===== src/rtl/spi_master_fifo_if.sv =====
// rtl/spi_master_fifo_if.sv - TX/RX word handshake bundle between register block and SPI master
interface spi_master_fifo_if #(
  parameter int DATA_W = 8
);
  logic [DATA_W-1:0] tx_data;
  logic              tx_valid;
  logic              tx_ready;
  logic [DATA_W-1:0] rx_data;
  logic              rx_valid;
  logic              rx_ready;

  modport master (
    output tx_data, tx_valid, rx_ready,
    input  tx_ready, rx_data, rx_valid
  );

  modport slave (
    input  tx_data, tx_valid, rx_ready,
    output tx_ready, rx_data, rx_valid
  );
endinterface


===== src/rtl/spi_master_fifo.sv =====
// rtl/spi_master_fifo.sv - buffered SPI master with TX/RX FIFOs, bursts and abort
// Every timed state lasts div+1 clocks; config is latched when a sequence starts.
module spi_master_fifo #(
  parameter  int DATA_W     = 8,
  parameter  int FIFO_DEPTH = 4,
  parameter  int NUM_SS     = 2,
  parameter  int DIV_W      = 8,
  localparam int SEL_W      = (NUM_SS > 1) ? $clog2(NUM_SS) : 1
) (
  input  logic               i_clk,
  input  logic               i_rst_n,
  input  logic               i_en,
  input  logic               i_cpol,
  input  logic               i_cpha,
  input  logic               i_lsbfe,
  input  logic [DIV_W-1:0]   i_div,
  input  logic [SEL_W-1:0]   i_ss_sel,
  spi_master_fifo_if.slave   bus,
  output logic               o_busy,
  output logic               o_rx_ovf,
  output logic               o_sck,
  output logic               o_mosi,
  input  logic               i_miso,
  output logic [NUM_SS-1:0]  o_ss_n
);
  localparam int AW = $clog2(FIFO_DEPTH);
  localparam int EW = $clog2(2 * DATA_W);
  localparam logic [EW-1:0] LAST_EDGE = EW'(2 * DATA_W - 1);

  typedef enum logic [2:0] {S_IDLE, S_LEAD, S_XFER, S_TRAIL, S_GAP} state_t;
  state_t r_state, w_next;

  logic              r_cpha, r_lsbfe;
  logic [DIV_W-1:0]  r_div;
  logic [SEL_W-1:0]  r_sel;
  logic [DIV_W-1:0]  r_cnt;
  logic [EW-1:0]     r_edge;
  logic [DATA_W-1:0] r_tx_sr, r_rx_sr;
  logic              r_sck, r_mosi, r_ovf;

  logic [DATA_W-1:0] r_tx_mem [FIFO_DEPTH];
  logic [DATA_W-1:0] r_rx_mem [FIFO_DEPTH];
  logic [AW:0]       r_tx_wp, r_tx_rp, r_rx_wp, r_rx_rp;

  logic              w_tx_empty, w_tx_full, w_rx_empty, w_rx_full;
  logic              w_tx_push, w_tx_pop, w_rx_push, w_rx_pop;
  logic              w_h_end, w_burst, w_xfer_edge, w_odd, w_sample, w_shift;
  logic              w_trail_first, w_cpha_eff, w_lsb_eff;
  logic [DATA_W-1:0] w_tx_head, w_rx_in;

  assign w_tx_empty = (r_tx_wp == r_tx_rp);
  assign w_tx_full  = (r_tx_wp[AW] != r_tx_rp[AW]) && (r_tx_wp[AW-1:0] == r_tx_rp[AW-1:0]);
  assign w_rx_empty = (r_rx_wp == r_rx_rp);
  assign w_rx_full  = (r_rx_wp[AW] != r_rx_rp[AW]) && (r_rx_wp[AW-1:0] == r_rx_rp[AW-1:0]);
  assign w_tx_head  = r_tx_mem[r_tx_rp[AW-1:0]];

  assign w_h_end       = (r_cnt == r_div);
  assign w_burst       = (r_state == S_TRAIL) && w_h_end && !w_tx_empty && (i_ss_sel == r_sel);
  assign w_tx_push     = i_en && bus.tx_valid && !w_tx_full;
  assign w_tx_pop      = i_en && (((r_state == S_IDLE) && !w_tx_empty) || w_burst);
  assign w_trail_first = (r_state == S_TRAIL) && (r_cnt == '0);
  assign w_rx_push     = i_en && w_trail_first && !w_rx_full;
  assign w_rx_pop      = i_en && !w_rx_empty && bus.rx_ready;

  // In IDLE the live inputs apply, since they are being latched in the same cycle.
  assign w_cpha_eff = (r_state == S_IDLE) ? i_cpha  : r_cpha;
  assign w_lsb_eff  = (r_state == S_IDLE) ? i_lsbfe : r_lsbfe;

  // r_edge counts from 0, so an even count is an odd-numbered SCK edge.
  assign w_xfer_edge = (r_state == S_XFER) && w_h_end;
  assign w_odd       = !r_edge[0];
  assign w_sample    = w_xfer_edge && (r_cpha ? !w_odd : w_odd);
  assign w_shift     = w_xfer_edge && (r_cpha ? w_odd : !w_odd);
  assign w_rx_in     = r_lsbfe ? {i_miso, r_rx_sr[DATA_W-1:1]} : {r_rx_sr[DATA_W-2:0], i_miso};

  assign bus.tx_ready = !w_tx_full;
  assign bus.rx_valid = !w_rx_empty;
  assign bus.rx_data  = w_rx_empty ? '0 : r_rx_mem[r_rx_rp[AW-1:0]];

  always_ff @(posedge i_clk or negedge i_rst_n) begin
    if (!i_rst_n) r_state <= S_IDLE;
    else          r_state <= w_next;
  end

  always_comb begin
    w_next = r_state;
    if (!i_en) begin
      w_next = S_IDLE;
    end else begin
      case (r_state)
        S_IDLE:  if (!w_tx_empty) w_next = S_LEAD;
        S_LEAD:  if (w_h_end) w_next = S_XFER;
        S_XFER:  if (w_h_end && (r_edge == LAST_EDGE)) w_next = S_TRAIL;
        S_TRAIL: if (w_h_end) w_next = w_burst ? S_XFER : S_GAP;
        S_GAP:   if (w_h_end) w_next = S_IDLE;
        default: w_next = S_IDLE;
      endcase
    end
  end

  always_comb begin
    o_busy   = (r_state != S_IDLE);
    o_sck    = (r_state == S_IDLE) ? i_cpol : r_sck;
    o_mosi   = r_mosi;
    o_rx_ovf = r_ovf;
    o_ss_n   = '1;
    for (int i = 0; i < NUM_SS; i++) begin
      if ((r_state inside {S_LEAD, S_XFER, S_TRAIL}) && (r_sel == SEL_W'(i))) o_ss_n[i] = 1'b0;
    end
  end

  always_ff @(posedge i_clk or negedge i_rst_n) begin
    if (!i_rst_n) begin
      r_cpha  <= 1'b0;
      r_lsbfe <= 1'b0;
      r_div   <= '0;
      r_sel   <= '0;
      r_cnt   <= '0;
      r_edge  <= '0;
      r_tx_sr <= '0;
      r_rx_sr <= '0;
      r_sck   <= 1'b0;
      r_mosi  <= 1'b0;
      r_ovf   <= 1'b0;
    end else begin
      if ((r_state == S_IDLE) || w_h_end || (w_next != r_state)) r_cnt <= '0;
      else                                                       r_cnt <= r_cnt + 1'b1;

      if ((r_state == S_IDLE) && (w_next == S_LEAD)) begin
        r_cpha  <= i_cpha;
        r_lsbfe <= i_lsbfe;
        r_div   <= i_div;
        r_sel   <= i_ss_sel;
      end

      if (r_state != S_XFER) r_edge <= '0;
      else if (w_h_end)      r_edge <= r_edge + 1'b1;

      if (r_state == S_IDLE) r_sck <= i_cpol;
      else if (w_xfer_edge)  r_sck <= !r_sck;

      // With cpha=0 the first bit must already be on MOSI before the first edge.
      if (w_tx_pop) begin
        if (!w_cpha_eff) begin
          r_mosi  <= w_lsb_eff ? w_tx_head[0] : w_tx_head[DATA_W-1];
          r_tx_sr <= w_lsb_eff ? {1'b0, w_tx_head[DATA_W-1:1]} : {w_tx_head[DATA_W-2:0], 1'b0};
        end else begin
          r_tx_sr <= w_tx_head;
        end
      end else if (w_shift) begin
        r_mosi  <= r_lsbfe ? r_tx_sr[0] : r_tx_sr[DATA_W-1];
        r_tx_sr <= r_lsbfe ? {1'b0, r_tx_sr[DATA_W-1:1]} : {r_tx_sr[DATA_W-2:0], 1'b0};
      end

      if (w_sample) r_rx_sr <= w_rx_in;

      if (!i_en)                          r_ovf <= 1'b0;
      else if (w_trail_first && w_rx_full) r_ovf <= 1'b1;
    end
  end

  always_ff @(posedge i_clk or negedge i_rst_n) begin
    if (!i_rst_n) begin
      r_tx_wp <= '0;
      r_tx_rp <= '0;
      r_rx_wp <= '0;
      r_rx_rp <= '0;
    end else if (!i_en) begin
      r_tx_wp <= '0;
      r_tx_rp <= '0;
      r_rx_wp <= '0;
      r_rx_rp <= '0;
    end else begin
      if (w_tx_push) r_tx_wp <= r_tx_wp + 1'b1;
      if (w_tx_pop)  r_tx_rp <= r_tx_rp + 1'b1;
      if (w_rx_push) r_rx_wp <= r_rx_wp + 1'b1;
      if (w_rx_pop)  r_rx_rp <= r_rx_rp + 1'b1;
    end
  end

  always_ff @(posedge i_clk) begin
    if (w_tx_push) r_tx_mem[r_tx_wp[AW-1:0]] <= bus.tx_data;
    if (w_rx_push) r_rx_mem[r_rx_wp[AW-1:0]] <= r_rx_sr;
  end
endmodule


===== src/flat_wrapper.sv =====
// flat-port wrapper written by rule: the top's interface ports become plain ports
module spi_master_fifo_flat 
#(
  parameter  int DATA_W     = 8,
  parameter  int FIFO_DEPTH = 4,
  parameter  int NUM_SS     = 2,
  parameter  int DIV_W      = 8,
  localparam int SEL_W      = (NUM_SS > 1) ? $clog2(NUM_SS) : 1
)
  (i_clk, i_rst_n, i_en, i_cpol, i_cpha, i_lsbfe, i_div, i_ss_sel, o_busy, o_rx_ovf, o_sck, o_mosi, i_miso, o_ss_n, bus_tx_data, bus_tx_valid, bus_rx_ready, bus_tx_ready, bus_rx_data, bus_rx_valid);
  spi_master_fifo_if #(.DATA_W(DATA_W)) bus_i ();
  input  logic i_clk;
  input  logic i_rst_n;
  input  logic i_en;
  input  logic i_cpol;
  input  logic i_cpha;
  input  logic i_lsbfe;
  input  logic [DIV_W-1:0] i_div;
  input  logic [SEL_W-1:0] i_ss_sel;
  output logic o_busy;
  output logic o_rx_ovf;
  output logic o_sck;
  output logic o_mosi;
  input  logic i_miso;
  output logic [NUM_SS-1:0] o_ss_n;
  input wire logic [$bits(bus_i.tx_data)-1:0] bus_tx_data;
  input wire logic [$bits(bus_i.tx_valid)-1:0] bus_tx_valid;
  input wire logic [$bits(bus_i.rx_ready)-1:0] bus_rx_ready;
  output wire logic [$bits(bus_i.tx_ready)-1:0] bus_tx_ready;
  output wire logic [$bits(bus_i.rx_data)-1:0] bus_rx_data;
  output wire logic [$bits(bus_i.rx_valid)-1:0] bus_rx_valid;
  assign bus_i.tx_data = bus_tx_data;
  assign bus_i.tx_valid = bus_tx_valid;
  assign bus_i.rx_ready = bus_rx_ready;
  assign bus_tx_ready = bus_i.tx_ready;
  assign bus_rx_data = bus_i.rx_data;
  assign bus_rx_valid = bus_i.rx_valid;
  spi_master_fifo #(.DATA_W(DATA_W), .FIFO_DEPTH(FIFO_DEPTH), .NUM_SS(NUM_SS), .DIV_W(DIV_W)) u_core (.i_clk(i_clk), .i_rst_n(i_rst_n), .i_en(i_en), .i_cpol(i_cpol), .i_cpha(i_cpha), .i_lsbfe(i_lsbfe), .i_div(i_div), .i_ss_sel(i_ss_sel), .bus(bus_i), .o_busy(o_busy), .o_rx_ovf(o_rx_ovf), .o_sck(o_sck), .o_mosi(o_mosi), .i_miso(i_miso), .o_ss_n(o_ss_n));
endmodule

===== config.mk =====
export PLATFORM = sky130hd
export DESIGN_NAME = spi_master_fifo_flat
export DESIGN_NICKNAME = d
export VERILOG_FILES = /design/src/rtl/spi_master_fifo_if.sv /design/src/rtl/spi_master_fifo.sv /design/src/flat_wrapper.sv
export SDC_FILE = /design/constraint.sdc
export NUM_CORES = 1
export LEC_CHECK = 0
export ABC_AREA = 1
export ABC_CLOCK_PERIOD_IN_PS = 5550
export BUFFER_PORTS_ARGS = -buffer_cell sky130_fd_sc_hd__buf_2
export CAP_MARGIN = 30
export CORE_MARGIN = 1.5
export CORE_UTILIZATION = 55
export DETAILED_ROUTE_END_ITERATION = 7
export PLACE_DENSITY = 0.84
export SLEW_MARGIN = 30
export SYNTH_ARGS = -nofsm -noshare
export SYNTH_HDL_FRONTEND = slang
export SYNTH_SLANG_ARGS = --single-unit

===== constraint.sdc =====
create_clock -name i_clk -period 5.55 [get_ports i_clk]
set_input_delay 1.3875 -clock i_clk [delete_from_list [all_inputs] [get_ports i_clk]]
set_output_delay 1.3875 -clock i_clk [all_outputs]
set_load 0.005 [all_outputs]

==> results of run 1 <==
## layout make-up
cell class / instances / area share [%]
clock inverter: 15 / 3.07
timing repair buffer: 42 / 3.05
sequential: 121 / 48.1
clock buffer: 17 / 5.95
inverter: 78 / 4.24
tap: 140 / 2.52
multi-input combinational: 416 / 33.1
## worst min-delay path, delay by kind of cell, from the launching register on
kind,cells,cell delay [ps]
simple gates,2,110
flops,1,350
## sequential cells by signal, summed over array words and instances, names as in the netlist, 3 cells and up
| register | flops |
|---|---|
| u_core.r_rx_wp | 3 |
| u_core.r_tx_mem | 32 |
| u_core.r_state | 3 |
| u_core.r_rx_sr | 8 |
| u_core.r_div | 8 |
| u_core.r_tx_rp | 3 |
| u_core.r_edge | 4 |
| u_core.r_rx_rp | 3 |
| u_core.r_tx_wp | 3 |
| u_core.r_cnt | 8 |
| u_core.r_rx_mem | 32 |
| u_core.r_tx_sr | 8 |
## final timing paths
path | endpoint | cells after the start | slack, ps | startpoint
min in group asynchronous | u_core.r_tx_wp[1]$_DFFE_PN0P_ | 2 | 1010 | i_rst_n
min | u_core.r_tx_sr[7]$_DFFE_PN0P_ | 2 | 490 | u_core.r_tx_sr[7]$_DFFE_PN0P_
max | bus_rx_data[1] | 6 | 1800 | u_core.r_rx_rp[0]$_DFFE_PN0P_
min reg2reg | u_core.r_tx_sr[7]$_DFFE_PN0P_ | 2 | 490 | u_core.r_tx_sr[7]$_DFFE_PN0P_
max reg2reg | u_core.r_tx_sr[4]$_DFFE_PN0P_ | 7 | 3050 | u_core.r_tx_rp[0]$_DFFE_PN0P_
max in group asynchronous | u_core.r_edge[2]$_DFFE_PN0P_ | 2 | 4040 | i_rst_n
## power by group through the flow
stage,clock [mW],sequential (mW),combinational [mW]
after detailed placement,0,1.16,0.775
after global placement,0,1.16,0.743
after floorplan,0,1.11,0.652
final,1.16,1.15,0.792
after global routing,1.21,1.17,0.885
after CTS,1.17,1.15,0.792
## layer usage
layer	up-vias	wire (µm)	track usage (%)
li1	2204	-	-
met1	2192	5210	28.3
met2	150	6310	40.0
met3	17	682	5.79
met4	0	169	8.83
met5	-	0	0
## logic make-up (layout without fill, tap and decap cells)
| logic type | count (synthesis) | count (layout) | synth area share [%] |
|---|---|---|---|
| AND/OR/NAND/NOR | 278 | 278 | 21.0 |
| flip-flops | 121 | 121 | 55.3 |
| AO/OA/AOI/OAI | 111 | 111 | 12.3 |
| buffers and inverters | 95 | 152 | 6.69 |
| adder cells (fa/ha/maj) | 13 | 13 | 2.69 |
| XOR/XNOR | 13 | 13 | 1.88 |
| multiplexers | 1 | 1 | 0.165 |
## cell usage in the layout (no fill, tap or decap), types with 3 or more instances in the layout
| cell type | Yosys | layout |
|---|---|---|
| inv_1 | 63 | 63 |
| a32o_1 | 3 | 3 |
| xor2_1 | 3 | 3 |
| buf_2 | 6 | 41 |
| o21a_1 | 4 | 4 |
| xnor2_1 | 10 | 10 |
| o21ai_1 | 5 | 5 |
| ha_1 | 13 | 13 |
| inv_6 | 0 | 5 |
| a21oi_1 | 7 | 7 |
| clkbuf_16 | 0 | 16 |
| bufinv_16 | 0 | 4 |
| inv_2 | 11 | 11 |
| dfrtp_1 | 57 | 57 |
| nor3_1 | 15 | 15 |
| nand2_4 | 4 | 4 |
| nor2_2 | 4 | 4 |
| o21ai_2 | 10 | 10 |
| o211ai_1 | 11 | 11 |
| or2_2 | 5 | 5 |
| clkinv_4 | 0 | 3 |
| o21ai_0 | 48 | 48 |
| nor2_4 | 3 | 3 |
| nand2_1 | 145 | 145 |
| clkinv_1 | 3 | 3 |
| nand3_1 | 24 | 24 |
| o22ai_1 | 4 | 4 |
| nand4_1 | 3 | 3 |
| o32ai_1 | 8 | 8 |
| o22a_1 | 3 | 3 |
| nand2_2 | 10 | 10 |
| nor2_8 | 3 | 3 |
| nor2_1 | 57 | 57 |
| edfxtp_1 | 64 | 64 |
## through the flow
stage	setup slack, ps	total power, mW
2_1_floorplan	2630	1.77
5_1_grt	1550	3.26
3_5_place_dp	2280	1.94
6_report	1800	3.10
3_3_place_gp	2310	1.90
4_1_cts	1840	3.11
==> metrics.cfg, run 1 <==
[critical_path]
critPathSlowestCell = dfrtp_1
critPathLaunchType = register
path_class = register to output port
endpoint_kind = output port
cp_cell_sequence = clkinv_1, nor2_1, o32ai_1, nand2_1, inv_1, buf_2
worstPathRequired_ps = 4160
cp_max_fo = 20
slowest_delay_ps = 720
worst-path-buf-inv = 3
cp.arrival_ps = 2360
cp_top_family = flip-flops

[clocking]
clock_latency_ps = 510
ctsResizeCount = 0
h-tree-depth = 4
clkSlewWorstSetupHoldPaths_ps = 60
cts_setup_buffers = 0
hold_buffers = 0
numCtsBuffers = 17
ctsRootBufferMaster = clkbuf_8
cts.sinks = 121
cts_tree = built
cts_max_path_buffers = 2

[cells_and_area]
fin_nets = 715
num_antenna_cells = 0
nFillCells = 774
stdcell_area_um2 = 6960
fin_cells = 829
post-route-util_pct = 64.5
multi_input_area_um2 = 2300
syn_to_final_growth_pct = 15.0
seqCellArea_um2 = 3350
drive_above_1_share_pct = 19.0

[global_routing]
grt_util_all_layers_pct = 23.2
grt_pass1_vias = 4628
grt_overflow = 0
grt_pass1_wl_um = 21100
grt_antenna_before_repair = 0
grt_max_degree = 58

[yosys]
synth_top_area_share_pct = 31.7
synth_nets = 671
ys_seq_area_share_pct = 55.3
syn_inst = 632
ys_ff_latch = 121
netlist_area_um2 = 6060
yosysWarnings = 0
synth_cell_type_count = 48
synth_most_common_cell = nand2_1
avgSynthCellArea_um2 = 9.58
yosysTopAreaCell = edfxtp_1
synthTopCellsByCount = 145 x nand2_1, 64 x edfxtp_1, 63 x inv_1
synth_edf_count = 64
yosys-top-cells-area = edfxtp_1 32%, dfrtp_1 24%, nand2_1 9.0%
ys.flop_type = edfxtp_1
async_flop_share_pct = 47.1

[timing]
hold_viol = 0
fmax_mhz = 267
maxSlewViolCount = 0
fin_worst_skew_ps = 8.86
fin_crit_ps = 3750
hold_ws_ps = 492
rsz0062_at_grt = no
finalSetupTns_ps = 0
fin_crit_sh_pct = 67.5
setup-violations-final = 0
slew-limit-headroom_pct = 49.1
tightestPinTransition_ps = 761

[placement]
gp_congestion = 0.812
placedCellCount = 797
detailed_place.area_um2 = 6330
portBuffers = 41
place_hpwl_um = 8420

[drt]
drtPass1Iterations = 5
drc = 0
wl_per_cell_um = 14.9
vias = 4563
wl_um = 12400
vias_per_cell = 5.50
drtIter0Drc = 361
antenna_left = 0

[floorplanning]
dieArea_um2 = 11700
die_height_um = 108
rows = 38
die_x_um = 108
start_util_pct = 56.1
io_pins = 42
core-area_um2 = 10800

[outcome]
outcome = finished, final reports clean

[run]
drv_cap = 0

[pwr]
p_switching_mw = 1.05
pwr-share-seq_pct = 37.1
p_int_mw = 2.06
switching_share_pct = 33.8
leakage_nw = 3.04
combinationalPowerShare_pct = 25.5
p_per_area_nw_per_um2 = 446
vdd_drop_max_uv = 345
power_frac_clock_pct = 37.4

[hold_path]
hold_path_class = register to register

(Power assumes the default switching activity.)
==> run 2: changes to the inputs <==
Settings changed: ABC_CLOCK_PERIOD_IN_PS 5550 to 3000, PLACE_DENSITY 0.84 to 0.87.
Clock period 5.55 ns to 3 ns, I/O delays scaled along.
==> metrics.cfg, run 2 (synthesis results as in run 1) <==
[critical_path]
critPathLaunchType = register
timing.rr.end = u_core.r_rx_mem[2][0]$_DFFE_PP_
endpoint_kind = output port
path_class = register to output port
r2r_slack_ps = 610
slowest_delay_ps = 380
rr_startpoint = u_core.r_state[2]$_DFF_PN0_
ff2ff_path_depth = 5
critPathSlowestCell = clkinv_1
cp.arrival_ps = 2020
cp_max_fo = 20
worst-path-buf-inv = 4
worstPathRequired_ps = 2250
cp_top_family = buffers and inverters
cp_cell_sequence = buf_4, clkinv_1, nor2_1, o32ai_1, nand2_1, inv_1, buf_2
cp.depth = 7
crit_start = u_core.r_rx_rp[0]$_DFFE_PN0P_
crit_end = bus_rx_data[4]

[placement]
pre_cts_slack_ps = 667
portBuffers = 41
gp_congestion = 0.878
detailed_place.area_um2 = 6380
place_hpwl_um = 8730

[global_routing]
grt_pass1_wl_um = 21800
grt_pass1_vias = 4719
grt_overflow = 0
grt_max_degree = 25
grt_antenna_before_repair = 0
grt_util_all_layers_pct = 24.1

[outcome]
outcome = finished, final reports clean

[cells_and_area]
syn_to_final_growth_pct = 16.3
layout_commonest_cell = nand2_1
fin_nets = 721
drive_above_1_share_pct = 19.7
stdcell_area_um2 = 7040
most-common-layout-cells = 145 x nand2_1, 64 x edfxtp_1, 63 x inv_1, 57 x nor2_1, 56 x dfrtp_1
nFillCells = 774
num_antenna_cells = 0

[drt]
highest_layer = met4
vias_per_cell = 5.58
vias = 4657
wl_met1_um = 5290
wl_met3_um = 694
drc = 0
wl_um = 12900
wl_per_cell_um = 15.4
drtIter0Drc = 351
antenna_left = 0
drtPass1Iterations = 6
wl_met2_um = 6710

[pwr]
p_per_area_nw_per_um2 = 836
leakage_nw = 3.08
vdd_drop_max_uv = 476

[floorplanning]
core-area_um2 = 10800
die_height_um = 108
rows = 38
start_util_pct = 56.1
dieArea_um2 = 11700
die_x_um = 108
io_pins = 42

[timing]
maxSlewViolCount = 0
hold_viol = 0
slew-limit-headroom_pct = 54.7
fmax_mhz = 361
tightestPinTransition_ps = 677
finalSetupTns_ps = 0
fin_crit_ps = 2770
setup-violations-final = 0
rsz0062_at_grt = no
fin_worst_skew_ps = 6.01
fin_crit_sh_pct = 92.4
setup_ws_ps = 229

[clocking]
clkSlewWorstSetupHoldPaths_ps = 60
numCtsBuffers = 17
cts.sinks = 121
cts_max_path_buffers = 2
h-tree-depth = 4
cts_tree = built
hold_buffers = 0
clock_latency_ps = 520
ctsRootBufferMaster = clkbuf_8
cts_setup_buffers = 0

[hold_path]
hold_path_class = input pin to async pin

[run]
drv_cap = 0

[run 2: cell types whose count changed in the layout (fill, tap and decap cells not counted), sizes merged]
cell	delta
clkinv	+1
buf	+6
inv	-4
bufinv	+2
clkinvlp	+1
[run 2: layout make-up]
class,count,area (µm²),area share [%]
Clock inverter,15,248,3.52
Timing Repair Buffer,48,258,3.66
Tap cell,140,175,2.49
Sequential cell,121,3350,47.6
Inverter,78,295,4.19
Multi-Input combinational cell,416,2300,32.7
Clock buffer,17,414,5.88
[run 2: metrics by stage]
step	total power, mW	utilization [%]	std cells	hold slack, ps
after floorplan	3.27	-	632	449
after global placement	3.51	59.1	803	468
after detailed placement	3.60	59.1	803	474
after CTS	5.89	65.2	835	138
after global routing	6.18	65.3	835	149
final	5.89	65.3	835	135
[run 2: worst register-to-register path, cell delays in order, from the launching register on]
cell     delay, ps
dfrtp_1        510
nor2_1         230
nand2_1        150
nor3_2         350
nand2_1        210
nor2_1         570
[run 2: where the power goes]
part           internal (mW)  total [mW]  leakage, nW  switching (mW)
Clock                   1.52        2.27        0.316           0.754
Combinational          0.510        1.49         1.47           0.975
Sequential              1.93        2.13         1.29           0.197
Total                   3.96        5.89         3.08            1.93
[run 2: worst min path at each step]
stage / to / slack, ps / start
finish: u_core.r_tx_wp[2]$_DFFE_PN0P_ / 130 / i_rst_n
global route: u_core.r_tx_wp[2]$_DFFE_PN0P_ / 150 / i_rst_n
CTS: u_core.r_tx_rp[2]$_DFFE_PN0P_ / 140 / i_rst_n
detailed placement: u_core.r_tx_sr[7]$_DFFE_PN0P_ / 470 / u_core.r_tx_sr[7]$_DFFE_PN0P_
global placement: u_core.r_rx_rp[2]$_DFFE_PN0P_ / 470 / u_core.r_rx_rp[2]$_DFFE_PN0P_
floorplan: u_core.o_mosi$_DFFE_PN0P_ / 450 / i_rst_n
[run 2: layer usage]
| metal | up-vias | track usage (%) |
|---|---|---|
| li1 | 2221 | - |
| met5 | - | 0 |
| met3 | 29 | 5.73 |
| met4 | 0 | 7.89 |
| met2 | 168 | 42.4 |
| met1 | 2239 | 29.3 |
[run 2: repair_timing]
item,in CTS,in global routing
setup endpoints to repair,0,1
resized for setup,0,1
hold endpoints to repair,0,0
